[src/rtl/cpu_ahb_master.sv]
// CPU-side AHB-Lite master: one CPU load/store becomes one arbitrated SINGLE transfer,
// with wait states, RETRY/SPLIT re-issue, grant timeout and request legality checks.
module cpu_ahb_master #(
    parameter int ADDR_W        = 32,
    parameter int DATA_W        = 32,
    parameter int GRANT_TIMEOUT = 255,
    parameter int RETRY_MAX     = 3
) (
    input  logic              clk,
    input  logic              rst,
    input  logic [ADDR_W-1:0] cpu_addr_i,
    input  logic              cpu_ce_i,
    input  logic              cpu_we_i,
    input  logic [DATA_W-1:0] cpu_writedata_i,
    input  logic [2:0]        cpu_sel_i,
    output logic [DATA_W-1:0] cpu_readdata_o,
    output logic              cpu_err_o,
    output logic              stallreq,
    input  logic              M_HGRANT,
    input  logic              M_HREADY,
    input  logic [1:0]        M_HRESP,
    input  logic [DATA_W-1:0] M_HRDATA,
    output logic              M_HBUSREQ,
    output logic [ADDR_W-1:0] M_HADDR,
    output logic [1:0]        M_HTRANS,
    output logic [2:0]        M_HSIZE,
    output logic [2:0]        M_HBURST,
    output logic              M_HWRITE,
    output logic [DATA_W-1:0] M_HWDATA
);

    localparam int MAX_SIZE = $clog2(DATA_W / 8);
    localparam int TW = (GRANT_TIMEOUT > 0) ? $clog2(GRANT_TIMEOUT + 1) : 1;
    localparam int RW = (RETRY_MAX > 0) ? $clog2(RETRY_MAX + 1) : 1;
    localparam logic [TW-1:0] TMO_LAST  = TW'((GRANT_TIMEOUT > 0) ? GRANT_TIMEOUT - 1 : 0);
    localparam logic [RW-1:0] RETRY_LIM = RW'(RETRY_MAX);
    localparam bit TMO_EN = (GRANT_TIMEOUT != 0);

    localparam logic [1:0] HTRANS_IDLE   = 2'b00;
    localparam logic [1:0] HTRANS_NONSEQ = 2'b10;
    localparam logic [1:0] HRESP_OKAY    = 2'b00;
    localparam logic [1:0] HRESP_ERROR   = 2'b01;

    typedef enum logic [2:0] {
        S_IDLE,
        S_REQ,
        S_ADDR,
        S_DATA,
        S_DONE,
        S_ERR
    } state_t;

    state_t state_q, state_d;

    logic [ADDR_W-1:0] lat_addr;
    logic              lat_we;
    logic [DATA_W-1:0] lat_wdata;
    logic [2:0]        lat_sel;
    logic [TW-1:0]     tmo_cnt;
    logic [RW-1:0]     retry_cnt;
    logic [DATA_W-1:0] rdata_q;

    logic [7:0] size_mask;
    logic       req_legal;
    logic       tmo_hit;
    logic       retry_exhausted;

    // Alignment only ever concerns the low byte of the address (sizes up to 128 bytes).
    assign size_mask       = (8'd1 << cpu_sel_i) - 8'd1;
    assign req_legal       = (cpu_sel_i <= 3'(MAX_SIZE)) && ((cpu_addr_i[7:0] & size_mask) == 8'd0);
    assign tmo_hit         = TMO_EN && (tmo_cnt == TMO_LAST);
    assign retry_exhausted = (retry_cnt == RETRY_LIM);

    always_ff @(posedge clk or posedge rst) begin
        if (rst) begin
            state_q <= S_IDLE;
        end else begin
            state_q <= state_d;
        end
    end

    always_comb begin
        state_d = state_q;
        case (state_q)
            S_IDLE: begin
                if (cpu_ce_i) begin
                    state_d = req_legal ? S_REQ : S_ERR;
                end
            end
            S_REQ: begin
                if (!cpu_ce_i) begin
                    state_d = S_IDLE;
                end else if (M_HGRANT && M_HREADY) begin
                    state_d = S_ADDR;
                end else if (tmo_hit) begin
                    state_d = S_ERR;
                end
            end
            S_ADDR: begin
                if (M_HREADY) begin
                    state_d = S_DATA;
                end
            end
            S_DATA: begin
                // An abandoned request still finishes its bus transfer, then reports nothing.
                if (M_HREADY) begin
                    if (!cpu_ce_i) begin
                        state_d = S_IDLE;
                    end else if (M_HRESP == HRESP_OKAY) begin
                        state_d = S_DONE;
                    end else if (M_HRESP == HRESP_ERROR) begin
                        state_d = S_ERR;
                    end else begin
                        state_d = retry_exhausted ? S_ERR : S_REQ;
                    end
                end
            end
            S_DONE:  state_d = S_IDLE;
            S_ERR:   state_d = S_IDLE;
            default: state_d = S_IDLE;
        endcase
    end

    always_ff @(posedge clk or posedge rst) begin
        if (rst) begin
            lat_addr  <= '0;
            lat_we    <= 1'b0;
            lat_wdata <= '0;
            lat_sel   <= '0;
            tmo_cnt   <= '0;
            retry_cnt <= '0;
            rdata_q   <= '0;
        end else begin
            if (state_q == S_IDLE && cpu_ce_i) begin
                lat_addr  <= cpu_addr_i;
                lat_we    <= cpu_we_i;
                lat_wdata <= cpu_writedata_i;
                lat_sel   <= cpu_sel_i;
            end

            if (TMO_EN && state_q == S_REQ && state_d == S_REQ) begin
                tmo_cnt <= tmo_cnt + 1'b1;
            end else begin
                tmo_cnt <= '0;
            end

            if (state_d == S_IDLE) begin
                retry_cnt <= '0;
            end else if (state_q == S_DATA && state_d == S_REQ) begin
                retry_cnt <= retry_cnt + 1'b1;
            end

            if (state_q == S_DATA && state_d == S_DONE && !lat_we) begin
                rdata_q <= M_HRDATA;
            end else begin
                rdata_q <= '0;
            end
        end
    end

    always_comb begin
        M_HBUSREQ = 1'b0;
        M_HTRANS  = HTRANS_IDLE;
        M_HADDR   = '0;
        M_HSIZE   = '0;
        M_HWRITE  = 1'b0;
        M_HBURST  = 3'b000;
        M_HWDATA  = '0;
        cpu_err_o = 1'b0;
        stallreq  = cpu_ce_i && (state_q != S_DONE) && (state_q != S_ERR);
        case (state_q)
            S_REQ: begin
                M_HBUSREQ = 1'b1;
            end
            S_ADDR: begin
                M_HBUSREQ = 1'b1;
                M_HTRANS  = HTRANS_NONSEQ;
                M_HADDR   = lat_addr;
                M_HSIZE   = lat_sel;
                M_HWRITE  = lat_we;
            end
            S_DATA: begin
                if (lat_we) begin
                    M_HWDATA = lat_wdata;
                end
            end
            S_ERR: begin
                cpu_err_o = 1'b1;
            end
            default: begin
            end
        endcase
    end

    assign cpu_readdata_o = rdata_q;

endmodule

[config.mk]
export PLATFORM = sky130hd
export DESIGN_NAME = cpu_ahb_master
export DESIGN_NICKNAME = d
export VERILOG_FILES = /design/src/rtl/cpu_ahb_master.sv
export SDC_FILE = /design/constraint.sdc
export NUM_CORES = 1
export LEC_CHECK = 0
export ABC_AREA = 1
export ABC_CLOCK_PERIOD_IN_PS = 4600
export CAP_MARGIN = 20
export CORE_MARGIN = 2
export CORE_UTILIZATION = 43
export CTS_CLUSTER_DIAMETER = 150
export CTS_CLUSTER_SIZE = 14
export DETAILED_ROUTE_END_ITERATION = 10
export GPL_ROUTABILITY_DRIVEN = 1
export PLACE_DENSITY = 0.81
export SLEW_MARGIN = 20
export SYNTH_ARGS = -nofsm -noshare
export SYNTH_HDL_FRONTEND = slang
export SYNTH_SLANG_ARGS = --single-unit
[constraint.sdc]
create_clock -name clk -period 4.6 [get_ports clk]
set_input_delay 0.46 -clock clk [delete_from_list [all_inputs] [get_ports clk]]
set_output_delay 0.46 -clock clk [all_outputs]
set_load 0.005 [all_outputs]
==> results of run 1 <==
sequential cells by signal (all words and copies together) (netlist names):
| name | flops |
|---|---|
| lat_sel | 3 |
| lat_we | 1 |
| cpu_readdata_o | 32 |
| retry_cnt | 2 |
| lat_wdata | 32 |
| state_q | 3 |
| lat_addr | 32 |
| tmo_cnt | 8 |
worst max path at each step:
stage	to	slack (ns)	cells after the start
global route	M_HADDR[31]	1.69	4
floorplan	cpu_readdata_o[0]$_DFF_PP0_	1.15	1
finish	M_HWRITE	1.85	4
CTS	M_HADDR[10]	1.84	4
detailed placement	cpu_readdata_o[0]$_DFF_PP0_	1.70	8
global placement	cpu_readdata_o[0]$_DFF_PP0_	1.82	8
routing by layer:
| layer | vias up | routed length (um) | GRT usage [%] |
|---|---|---|---|
| met5 | - | 0 | 0 |
| met2 | 196 | 6270 | 35.9 |
| li1 | 2059 | - | - |
| met4 | 0 | 274 | 7.90 |
| met3 | 31 | 1430 | 10.7 |
| met1 | 2008 | 4790 | 22.6 |
cell usage in the layout (no fill, tap or decap), types with 2 or more instances in the layout:
cell type,n
sky130_fd_sc_hd__a21oi_1,46
sky130_fd_sc_hd__buf_4,3
sky130_fd_sc_hd__bufinv_16,4
sky130_fd_sc_hd__clkbuf_1,2
sky130_fd_sc_hd__clkbuf_16,17
sky130_fd_sc_hd__clkdlybuf4s50_1,210
sky130_fd_sc_hd__clkinv_2,4
sky130_fd_sc_hd__clkinvlp_4,3
sky130_fd_sc_hd__conb_1,4
sky130_fd_sc_hd__dfrtp_1,113
sky130_fd_sc_hd__ha_1,3
sky130_fd_sc_hd__inv_1,86
sky130_fd_sc_hd__inv_2,4
sky130_fd_sc_hd__mux2_2,23
sky130_fd_sc_hd__nand2_1,49
sky130_fd_sc_hd__nand2_4,2
sky130_fd_sc_hd__nand3_1,10
sky130_fd_sc_hd__nor2_1,127
sky130_fd_sc_hd__nor2_2,41
sky130_fd_sc_hd__o21ai_0,5
sky130_fd_sc_hd__xnor2_1,2
sky130_fd_sc_hd__xor2_1,3
final cells by class:
type	count	area [sq um]
timing repair buffer	214	2150
sequential	113	2830
tap	143	179
inverter	91	344
clock buffer	20	447
clock inverter	11	163
multi-input combinational	323	1680
fill	878	3580
worst max-delay path, stage by stage (launching register included):
cell                              delay (ns)
sky130_fd_sc_hd__dfrtp_1                0.44
sky130_fd_sc_hd__nor3_2                 0.37
sky130_fd_sc_hd__inv_2                  0.33
sky130_fd_sc_hd__nor2_1                 0.18
sky130_fd_sc_hd__clkdlybuf4s50_1        0.54
kinds of logic (layout without fill, tap and decap cells):
logic type               count (synthesis)  count (layout)  synth area share (%)
AND/OR/NAND/NOR                        235             235                  21.1
buffers and inverters                  118             336                  9.81
flip-flops                             113             113                  56.8
AO/OA/AOI/OAI                           53              53                  5.38
multiplexers                            23              23                  5.20
XOR/XNOR                                 5               5                 0.880
adder cells (fa/ha/maj)                  3               3                 0.754
other                                    1               4                0.0754
metrics by stage:
step / area [sq um] / cells / util, %
2_1_floorplan: 4990 / 554 / -
3_3_place_gp: 7150 / 883 / 62.9
3_5_place_dp: 7150 / 883 / 62.9
4_1_cts: 7760 / 914 / 68.3
5_1_grt: 7790 / 915 / 68.5
6_report: 7790 / 915 / 68.5
power by group through the flow:
stage               Clock [W]  Combinational (W)  Sequential, W
global placement            0            0.00121        0.00143
detailed placement          0            0.00125        0.00145
floorplan                   0           0.000801        0.00141
finish                0.00134            0.00125        0.00143
global route          0.00142            0.00139        0.00147
CTS                   0.00137            0.00126        0.00143
==> results.txt, run 1 <==
The starting DRC count in detailed routing came out at about 190. The share of power burned in combinational logic is 31.0%. The post-route netlist has 14.1% of its cells at a drive strength greater than 1. The clock period minus worst slack is about 2.7 ns. The pre-CTS worst setup slack came out at ~1.7 ns. The count of standard-cell rows is 39. The total CTS buffers came out at 17. The setup slack of the critical path after layout came out at roughly 1.9 ns. In this run the deepest clock path goes through 2 buffers.

The run finished with clean final reports. In the global route stage, overall resource usage came out at 21.1%. The maximum number of pins on one net before global-route repair is 94.

The number of antenna violations at the first check in global routing is 0. The synthesized netlist occupies a cell area of about 0.005 sq mm. The internal power consumption came out at 0.00280 W. For this run, the leading register cell type out of synthesis is sky130_fd_sc_hd__dfrtp_1. The final count of pins violating max slew was 0. The weighted congestion reported at the end of routability-driven placement is approximately 0.85. The static leakage is 3.76 nW. The post-CTS setup buffer count came out at 0.

The data arrival time at the worst-slack endpoint is about 2.3 ns. The clock-pin slew on the worst setup and hold paths came out at 0.05 ns. The antenna diode count is 0. TritonCTS built the clock tree. Ranked by total cell area, the synthesized netlist is headed by sky130_fd_sc_hd__dfrtp_1 (57%), sky130_fd_sc_hd__nor2_1 (9.6%), sky130_fd_sc_hd__inv_1 (6.6%), sky130_fd_sc_hd__mux2_2 (5.2%), sky130_fd_sc_hd__nor2_2 (5.2%). The full die area came out at roughly 0.012 sq mm.

Net switching is 30.5% of the power. The placed wire-length estimate after detailed placement is between 9000 and 10000 um. The number of DRC violations after detailed routing is 0. The post-route fraction of the period consumed by the critical path came out at between 50% and 60%. The biggest area consumer among synthesized cells is sky130_fd_sc_hd__dfrtp_1.

The highest achievable clock rate came out at roughly 360 MHz. The overall via count from detail_route is about 4.3k. The clock network fraction of total power came out at approximately a third. The startpoint type of the worst setup path is a flop.

The post-synthesis area per instance is roughly 9.0 sq um. The max-capacitance violation count came out at 0. The area of the placeable core is 0.0114 sq mm. Counting cells, the worst reg-to-reg path comes to 6. The max-slew headroom at the worst pin is a little over a third. Counting flops and latches in the post-synthesis netlist gives ~110.

The summed negative setup slack over all endpoints is 0 ns. The library cell with the highest instance count after synthesis is sky130_fd_sc_hd__nor2_1. Between clock sinks in the finished design, the worst skew comes to about 0.010 ns. The number of sinks driven by the clock tree is about 110. The detailed-route wire length is roughly 13000 um. The top cell type's share of synthesized area is 56.8%.

The average vias per placed instance is roughly 4.7. The first-pass GRT wire length came out at 20900 um. The post-cts repair resize count came out at 0. The data required time at the worst endpoint is about 4.1 ns.

The type of the worst setup path is reg -> out. Setup repair after global routing left no endpoint under its margin. The fraction of synthesis flops using an asynchronous set or reset pin came out at between 90% and 100%. The fraction of the yosys area taken by sequential cells is ~57%. The maximum VDD drop is around 0.00031 V. The initial utilization of the core area, before any placement, comes to between 40 and 50%. The clock tree synthesis step divided the H-tree into 4 levels. The final number of hold-violating endpoints came out at 0.

The detail route stage leaves a number of antenna-violating nets equal to 0. For flop-to-flop paths, the worst setup slack is between 2 and 2.5 ns. The overall die height is around 110 um. The startpoint of the most critical register-to-register path is state_q[0]$_DFF_PP0_.

The tightest hold margin came out at ~0.47 ns. The remaining global-route overflow is 0. The net switching power figure came out at roughly 0.0012 W. The clock latency at the later pin of the worst-skew pair came out at 0.40 ns. The maximum net fanout on the critical path came out at 37. The number of unique standard cell types used by synthesis is 28. The post-cts hold buffer count is 0.

The area growth from synthesis to layout is 56.5%. The width of the chip is 112 um. The number of global-route vias before repair came out at roughly 4.5k. The cell count after synthesis came out at ~550. The reg-to-reg endpoint is cpu_readdata_o[0]$_DFF_PP0_. Counting flops with a built-in enable in the synthesized netlist gives 0.

Dividing the detail-routed wire length by the instance count gives 14.0 um. The critical path starts at state_q[2]$_DFF_PP0_. At the pin with the least slew margin, the transition time is just under 1 ns.

Setup violations remaining at the end of the flow were counted as 0. The count of buffers from port buffering is between 200 and 250. 215 I/O pins were placed. The kind of path behind the tightest hold check is in -> async. The post-layout total power is a little over 0.004 W. CTS placed an instance of sky130_fd_sc_hd__clkbuf_16 at the clock tree root. The net count of the finished layout is slightly below 900. The sequential share of power came out at between 30 and 40%. The total power density per cell area is between 500 and 600 mW/mm^2.

Yosys printed 0 warnings. The length of the first detailed-routing pass in iterations came out at 4. STA classifies the critical path endpoint as an output pin.

The commonest cells after synthesis are sky130_fd_sc_hd__nor2_1 (127), sky130_fd_sc_hd__dfrtp_1 (113), sky130_fd_sc_hd__inv_1 (87).
(Power assumes the default switching activity.)
==> run 2: changes to the inputs <==
--- a/config.mk
+++ b/config.mk
@@ -6,15 +6,15 @@
 export NUM_CORES = 1
 export LEC_CHECK = 0
 export ABC_AREA = 1
-export ABC_CLOCK_PERIOD_IN_PS = 4600
+export ABC_CLOCK_PERIOD_IN_PS = 2340
 export CAP_MARGIN = 20
 export CORE_MARGIN = 2
-export CORE_UTILIZATION = 43
+export CORE_UTILIZATION = 38
 export CTS_CLUSTER_DIAMETER = 150
 export CTS_CLUSTER_SIZE = 14
 export DETAILED_ROUTE_END_ITERATION = 10
 export GPL_ROUTABILITY_DRIVEN = 1
-export PLACE_DENSITY = 0.81
+export PLACE_DENSITY = 0.76
 export SLEW_MARGIN = 20
 export SYNTH_ARGS = -nofsm -noshare
 export SYNTH_HDL_FRONTEND = slang
==> constraint.sdc (replaced) <==
create_clock -name clk -period 2.34 [get_ports clk]
set_input_delay 0.234 -clock clk [delete_from_list [all_inputs] [get_ports clk]]
set_output_delay 0.234 -clock clk [all_outputs]
set_load 0.005 [all_outputs]
==> run 2 against run 1 <==
  * Critical path depth up 1
  * Combinational power up 110%
  * Clock skew down 0.0060 ns
  * Power up 110%
  * Global-route usage down 1.4 points
  * Highest routed layer unchanged
  * Final cell count up 4.4%
  * Largest cell class unchanged
  * Core utilization down 5.2 points
  * First-iteration DRC count down 5.9%
  * Sequential share of layout area down 1.2 points
  * Hold slack worse by 0.32 ns
  * Non-clock buffer count up 9
  * Clock-buffer cell count up 3
  * Largest power group unchanged
==> results.txt, run 2 (synthesis results as in run 1) <==
The startpoint type of the worst setup path is a flop (unchanged). The total CTS buffers is 17 (unchanged). The share of the core filled with cells came out at 63.3% (was 68.5%).

The detailed-route wire length came out at 13400 um (was 12800 um). Based on the critical path, the design can be clocked at up to between 400 and 500 MHz. The tightest hold margin came out at 0.142 ns (was 0.467 ns). The static leakage came to 3.91 nW (was 3.76 nW). The final number of hold-violating endpoints came out at 0 (unchanged). The overall track demand over capacity in global routing came to 19.7% (was 21.1%). The kind of path behind the tightest hold check was in -> async (unchanged). The starting DRC count in detailed routing is 177 (was 188). The total of fill cells in the finished design is 1037 (was 878).

The width of the chip came out at 118 um (was 112 um). The clock-pin slew on the worst setup and hold paths is 0.05 ns (about the same). The number of sinks driven by the clock tree is 113 (unchanged). The post-route fraction of the period consumed by the critical path is 98.3%. The met2 usage is 33.7% (was 35.9%). The count of antenna-violating nets left after detailed routing came out at 0 (unchanged). The area growth from synthesis to layout is 61.9% (was 56.5%). The maximum number of buffers from clock root to sink is 2 (unchanged). The length of the first detailed-routing pass in iterations is 4 (unchanged). The type of the worst setup path is reg -> out (unchanged). The kind of capture point of the worst setup path is an output pin (unchanged). The area of the placeable core came out at 0.0127 sq mm (was 0.0114 sq mm).

The clock latency at the later pin of the worst-skew pair came out at 0.41 ns (was 0.40 ns). The placed wire-length estimate after detailed placement came to 9740 um (was 9240 um). The count of standard-cell rows came out at 41 (was 39). The antenna diode count is 0 (unchanged). Setup repair after global routing missed its margin: yes (was no).

The clock period minus worst slack came out at ~2.3 ns. The data required time at the worst endpoint is 2.11 ns (was 4.14 ns). The max-capacitance violation count came to 0 (unchanged). The most frequent standard cell in the layout excluding fill and tap cells is sky130_fd_sc_hd__clkdlybuf4s50_1 (unchanged). The maximum VDD drop is 0.000580 V (was 0.000314 V). The overall die height is 118 um (was 112 um). The CTS tree is built (unchanged). The per-cell routed wire length is 14.1 um (was 14.0 um). The number of DRC violations after detailed routing came to 0 (unchanged). The overall via count from detail_route is 4312 (was 4294). The net count of the finished layout came out at 880 (was 870). Result of the run: complete, no violations (unchanged). The final setup skew came out at 0.00433 ns (was 0.0103 ns).

The level count of the clock H-tree is 4 (unchanged). The initial core utilization is 39.1% (was 43.8%). The count of buffers from port buffering came to 210 (unchanged). The post-cts hold buffer count came out at 0 (unchanged).

The data arrival time at the worst-slack endpoint came out at 2.07 ns (was 2.29 ns). The maximum net fanout on the critical path came out at 19 (was 37). The weighted congestion reported at the end of routability-driven placement came out at 0.842 (was 0.853).

The final count of pins violating max slew came out at 0 (unchanged). The first-pass GRT wire length came out at 21900 um (was 20900 um). The boundary pin count was 215 (unchanged). The share of cells above drive strength 1 is 16.9% (was 14.1%).

The buffer type at the clock tree root is sky130_fd_sc_hd__clkbuf_16 (unchanged). The total power density per cell area was 1030 mW/mm^2 (was 516 mW/mm^2). The number of antenna violations at the first check in global routing came out at 0 (unchanged). The number of global-route vias before repair was 4596 (was 4482). The average vias per placed instance is 4.52 (was 4.69). The final number of setup-violating endpoints came to 0 (unchanged).

The global routing met1 resource utilization is 21.0% (was 22.6%). The remaining global-route overflow is 0 (unchanged). The maximum number of pins on one net before global-route repair came out at 91 (was 94). The full die area came out at 0.0140 sq mm (was 0.0124 sq mm). The met3 usage in global routing came to 8.49% (was 10.7%). The layer carrying the most global-route usage is met2 (unchanged). Commonest cells after routing, fill and taps aside: sky130_fd_sc_hd__clkdlybuf4s50_1 (207), sky130_fd_sc_hd__nor2_1 (120), sky130_fd_sc_hd__dfrtp_1 (111) (was sky130_fd_sc_hd__clkdlybuf4s50_1 (210), sky130_fd_sc_hd__nor2_1 (127), sky130_fd_sc_hd__dfrtp_1 (113)).
run 2: per-stage QoR:
| step | setup slack, ns | power (W) | cell area [sq um] | TNS (ns) | std cells |
|---|---|---|---|---|---|
| floorplan | 0.735 | 0.00435 | 4990 | 0 | 554 |
| global placement | 0.401 | 0.00524 | 7290 | 0 | 919 |
| detailed placement | 0.303 | 0.00536 | 7290 | 0 | 919 |
| CTS | -0.0159 | 0.00826 | 7960 | -0.0247 | 951 |
| global route | -0.0419 | 0.00876 | 8060 | -0.728 | 955 |
| finish | 0.0401 | 0.00826 | 8060 | 0 | 955 |
run 2: power breakdown:
| group | internal [W] | switching [W] |
|---|---|---|
| registers | 0.00257 | 0.000293 |
| clock network | 0.00194 | 0.000883 |
| logic | 0.00123 | 0.00134 |
| total | 0.00574 | 0.00252 |
run 2: final cells by class:
| class | instances | area (sq um) | area share, % |
|---|---|---|---|
| sequential | 113 | 2830 | 35.1 |
| timing repair buffer | 223 | 2260 | 28.0 |
| multi-input combinational | 323 | 1710 | 21.3 |
| clock buffer | 23 | 508 | 6.31 |
| inverter | 91 | 374 | 4.64 |
| tap | 172 | 215 | 2.67 |
| clock inverter | 9 | 150 | 1.86 |
| timing repair inverter | 1 | 8.76 | 0.109 |
run 2: timing repair:
item,CTS,global route
pin swaps,0,1
endpoints found under the setup margin,50,67
cloned,0,1
resized for setup,4,18
buffers inserted,0,3
run 2: layer usage:
| layer | vias to the layer above | share of wire (%) |
|---|---|---|
| met1 | 2017 | 38 |
| met2 | 185 | 50 |
| li1 | 2083 | - |
| met4 | 0 | 2.5 |
| met5 | - | 0 |
| met3 | 27 | 9.1 |
run 2: worst paths after layout:
path / from / end / slack (ns) / depth (start not counted)
min reg2reg: lat_wdata[15]$_DFFE_PP0P_ / lat_wdata[15]$_DFFE_PP0P_ / 0.50 / 1
max in group asynchronous: rst / lat_wdata[29]$_DFFE_PP0P_ / 1.62 / 3
max reg2reg: state_q[1]$_DFF_PP0_ / cpu_readdata_o[31]$_DFF_PP0_ / 0.48 / 10
max: state_q[1]$_DFF_PP0_ / M_HADDR[10] / 0.04 / 5
min in group clk: M_HRDATA[25] / cpu_readdata_o[25]$_DFF_PP0_ / 0.34 / 3
min: rst / lat_wdata[11]$_DFFE_PP0P_ / 0.14 / 2
run 2: worst max-delay path: stages, from the launching register on:
cell	delay, ns
sky130_fd_sc_hd__dfrtp_1	0.40
sky130_fd_sc_hd__inv_2	0.11
sky130_fd_sc_hd__nor3_4	0.26
sky130_fd_sc_hd__bufinv_16	0.23
sky130_fd_sc_hd__nor2_1	0.11
sky130_fd_sc_hd__clkdlybuf4s50_1	0.53
==> run 3: changes to the inputs <==
--- a/config.mk
+++ b/config.mk
@@ -14,6 +14,7 @@
 export CTS_CLUSTER_SIZE = 14
 export DETAILED_ROUTE_END_ITERATION = 10
 export GPL_ROUTABILITY_DRIVEN = 1
+export MAX_ROUTING_LAYER = met4
 export PLACE_DENSITY = 0.76
 export SLEW_MARGIN = 20
 export SYNTH_ARGS = -nofsm -noshare
==> run 3 against run 2 <==
  * Register-to-register slack is essentially flat
  * Combinational power is essentially flat
  * Clock skew is essentially flat
  * Sequential power is essentially flat
  * Largest cell class unchanged
  * Highest routed layer unchanged
==> results.txt, run 3 (synthesis results as in run 1) <==
The clock latency at the later pin of the worst-skew pair came to 0.41 ns (about the same). The max-capacitance violation count came out at 0 (unchanged). The most frequent standard cell in the layout excluding fill and tap cells is sky130_fd_sc_hd__clkdlybuf4s50_1 (unchanged). Critical Path, Cell by Cell: inv_2 > nor3_4 > bufinv_16 > nor2_1 > clkdlybuf4s50_1 (unchanged).

Setup repair after global routing missed its margin: yes (unchanged). The final number of hold-violating endpoints came out at 0 (unchanged). The worst-case register-to-register setup slack came out at 0.48 ns (about the same). The static leakage came out at 3.91 nW (unchanged). The final setup skew was 0.00419 ns (was 0.00433 ns). The launch point of the worst path is state_q[1]$_DFF_PP0_ (unchanged). The pre-CTS worst setup slack is 0.303 ns (unchanged). The count of buffers from port buffering is 210 (unchanged).

The clock period minus worst slack is 2.31 ns (was 2.30 ns). The type of the worst setup path is reg -> out (unchanged). The highest achievable clock rate is 434 MHz (was 435 MHz). The cell family with the largest share of critical-path delay is buffers and inverters (unchanged). The overall die height came out at 118 um (unchanged).

The post-cts hold buffer count came out at 0 (unchanged). The area of the placeable core came to 0.0127 sq mm (unchanged). The remaining global-route overflow came out at 0 (unchanged). The overall via count from detail_route came out at 4304 (was 4312). The number of sinks driven by the clock tree is 113 (unchanged).

The worst setup path endpoint is M_HADDR[10] (unchanged). The cell type of the slowest stage on the worst timing path is sky130_fd_sc_hd__clkdlybuf4s50_1 (unchanged). The initial core utilization is 39.1% (unchanged). The non-filler instance count after layout came to 955 (unchanged). The maximum number of pins on one net before global-route repair is 91 (unchanged). The maximum VDD drop came out at 0.000580 V (about the same). The placed wire-length estimate after detailed placement is 9740 um (unchanged). The level count of the clock H-tree was 4 (unchanged).

The area growth from synthesis to layout is 61.9% (unchanged). The first-pass GRT wire length came out at 21900 um (about the same). The share of cells above drive strength 1 is 16.9% (unchanged).

The maximum net fanout on the critical path is 19 (unchanged). The count of standard-cell rows came to 41 (unchanged). The data required time at the worst endpoint came out at 2.11 ns (about the same). The total power density per cell area came out at 1030 mW/mm^2 (about the same).

The reg-to-reg endpoint is cpu_readdata_o[31]$_DFF_PP0_ (unchanged). The number of buffers and inverters on the critical path is 3 (unchanged). The length of the first detailed-routing pass in iterations is 4 (unchanged). The buffer type at the clock tree root is sky130_fd_sc_hd__clkbuf_16 (unchanged).

The overall track demand over capacity in global routing came out at 20.3% (was 19.7%). The clock-pin slew on the worst setup and hold paths is 0.05 ns (about the same). The cell count of the worst reg-to-reg path is 10 (unchanged). The boundary pin count is 215 (unchanged). The largest stage delay on the critical path is 0.53 ns (about the same). The instance count after placement with tap cells included is 919 (unchanged). The final number of setup-violating endpoints is 0 (unchanged). The maximum number of buffers from clock root to sink is 2 (unchanged). The width of the chip came out at 118 um (unchanged). The starting DRC count in detailed routing came out at 196 (was 177).

The CTS tree was built (unchanged). The total CTS buffers came out at 17 (unchanged). The kind of path behind the tightest hold check is in -> async (unchanged). The final count of pins violating max slew is 0 (unchanged). The number of antenna violations at the first check in global routing came out at 0 (unchanged). The number of DRC violations after detailed routing came out at 0 (unchanged). The number of global-route vias before repair came out at 4605 (was 4596). The setup slack of the critical path after layout is 0.0346 ns (was 0.0401 ns). The startpoint type of the worst setup path is a flop (unchanged). The per-cell routed wire length is 14.1 um (about the same). Result of the run: complete, no violations (unchanged).

The detailed-route wire length came out at 13500 um (was 13400 um). The net count of the finished layout came to 880 (unchanged). The data arrival time at the worst-slack endpoint is 2.07 ns (about the same).

The full die area is 0.0140 sq mm (unchanged). The kind of capture point of the worst setup path is an output pin (unchanged). The startpoint of the most critical register-to-register path is state_q[1]$_DFF_PP0_ (unchanged). The count of antenna-violating nets left after detailed routing is 0 (unchanged). The antenna diode count was 0 (unchanged).

The average vias per placed instance came out at 4.51 (was 4.52). The total of fill cells in the finished design is 1037 (unchanged). The post-route fraction of the period consumed by the critical path came to 98.5% (was 98.3%).

The number of logic stages on the critical path including buffering came out at 5 (unchanged). Commonest cells after routing, fill and taps aside: sky130_fd_sc_hd__clkdlybuf4s50_1 (207), sky130_fd_sc_hd__nor2_1 (120), sky130_fd_sc_hd__dfrtp_1 (111) (unchanged). The weighted congestion reported at the end of routability-driven placement is 0.855 (was 0.842).
==> run 3: cell counts in the layout (fill, tap and decap cells not counted) <==
Identical to the previous run, type by type.
==> run 3: cell type report <==
cell class              instances  area (sq um)  area share, %
clock buffers                  23           508           6.31
flip-flops and latches        113          2830           35.1
well taps                     172           215           2.67
repair buffers                223          2260           28.0
repair inverters                1          8.76          0.109
inverters                      91           374           4.64
clock inverters                 9           150           1.86
multi-input cells             323          1710           21.3
==> run 3: layer usage <==
metal | up-vias | global-route usage (%) | wire (um)
li1 | 2085 | - | -
met1 | 2012 | 21.8 | 5270
met2 | 175 | 33.8 | 6780
met3 | 32 | 7.24 | 1060
met4 | 0 | 9.23 | 347
met5 | - | - | 0
==> run 3: what timing repair did <==
item | CTS | global route
buffers inserted | 0 | 3
gates cloned | 0 | 1
resized for setup | 4 | 18
pin swaps | 0 | 1
setup endpoints to repair | 50 | 67
==> run 3: how the worst min path moves through the flow <==
stage / cells after the start / from / endpoint / slack [ns]
2_1_floorplan: 2 / M_HRDATA[0] / cpu_readdata_o[0]$_DFF_PP0_ / 0.34
3_3_place_gp: 2 / retry_cnt[1]$_DFFE_PP0P_ / retry_cnt[1]$_DFFE_PP0P_ / 0.47
3_5_place_dp: 1 / tmo_cnt[0]$_DFF_PP0_ / tmo_cnt[0]$_DFF_PP0_ / 0.49
4_1_cts: 2 / rst / lat_wdata[11]$_DFFE_PP0P_ / 0.13
5_1_grt: 2 / rst / lat_wdata[11]$_DFFE_PP0P_ / 0.18
6_report: 2 / rst / lat_wdata[11]$_DFFE_PP0P_ / 0.14
==> run 3: report_power, final <==
part,switching (W),internal [W]
Clock,0.000884,0.00194
Sequential,0.000293,0.00257
Combinational,0.00134,0.00123
==> run 3: stage by stage <==
step	hold WS, ns	utilization, %	total power [W]	cell area [sq um]	TNS (ns)
global route	0.178	63.3	0.00876	8060	-0.822
detailed placement	0.491	57.3	0.00536	7290	0
CTS	0.129	62.6	0.00826	7960	-0.0247
global placement	0.466	57.3	0.00524	7290	0
floorplan	0.340	-	0.00435	4990	0
finish	0.143	63.3	0.00827	8060	0
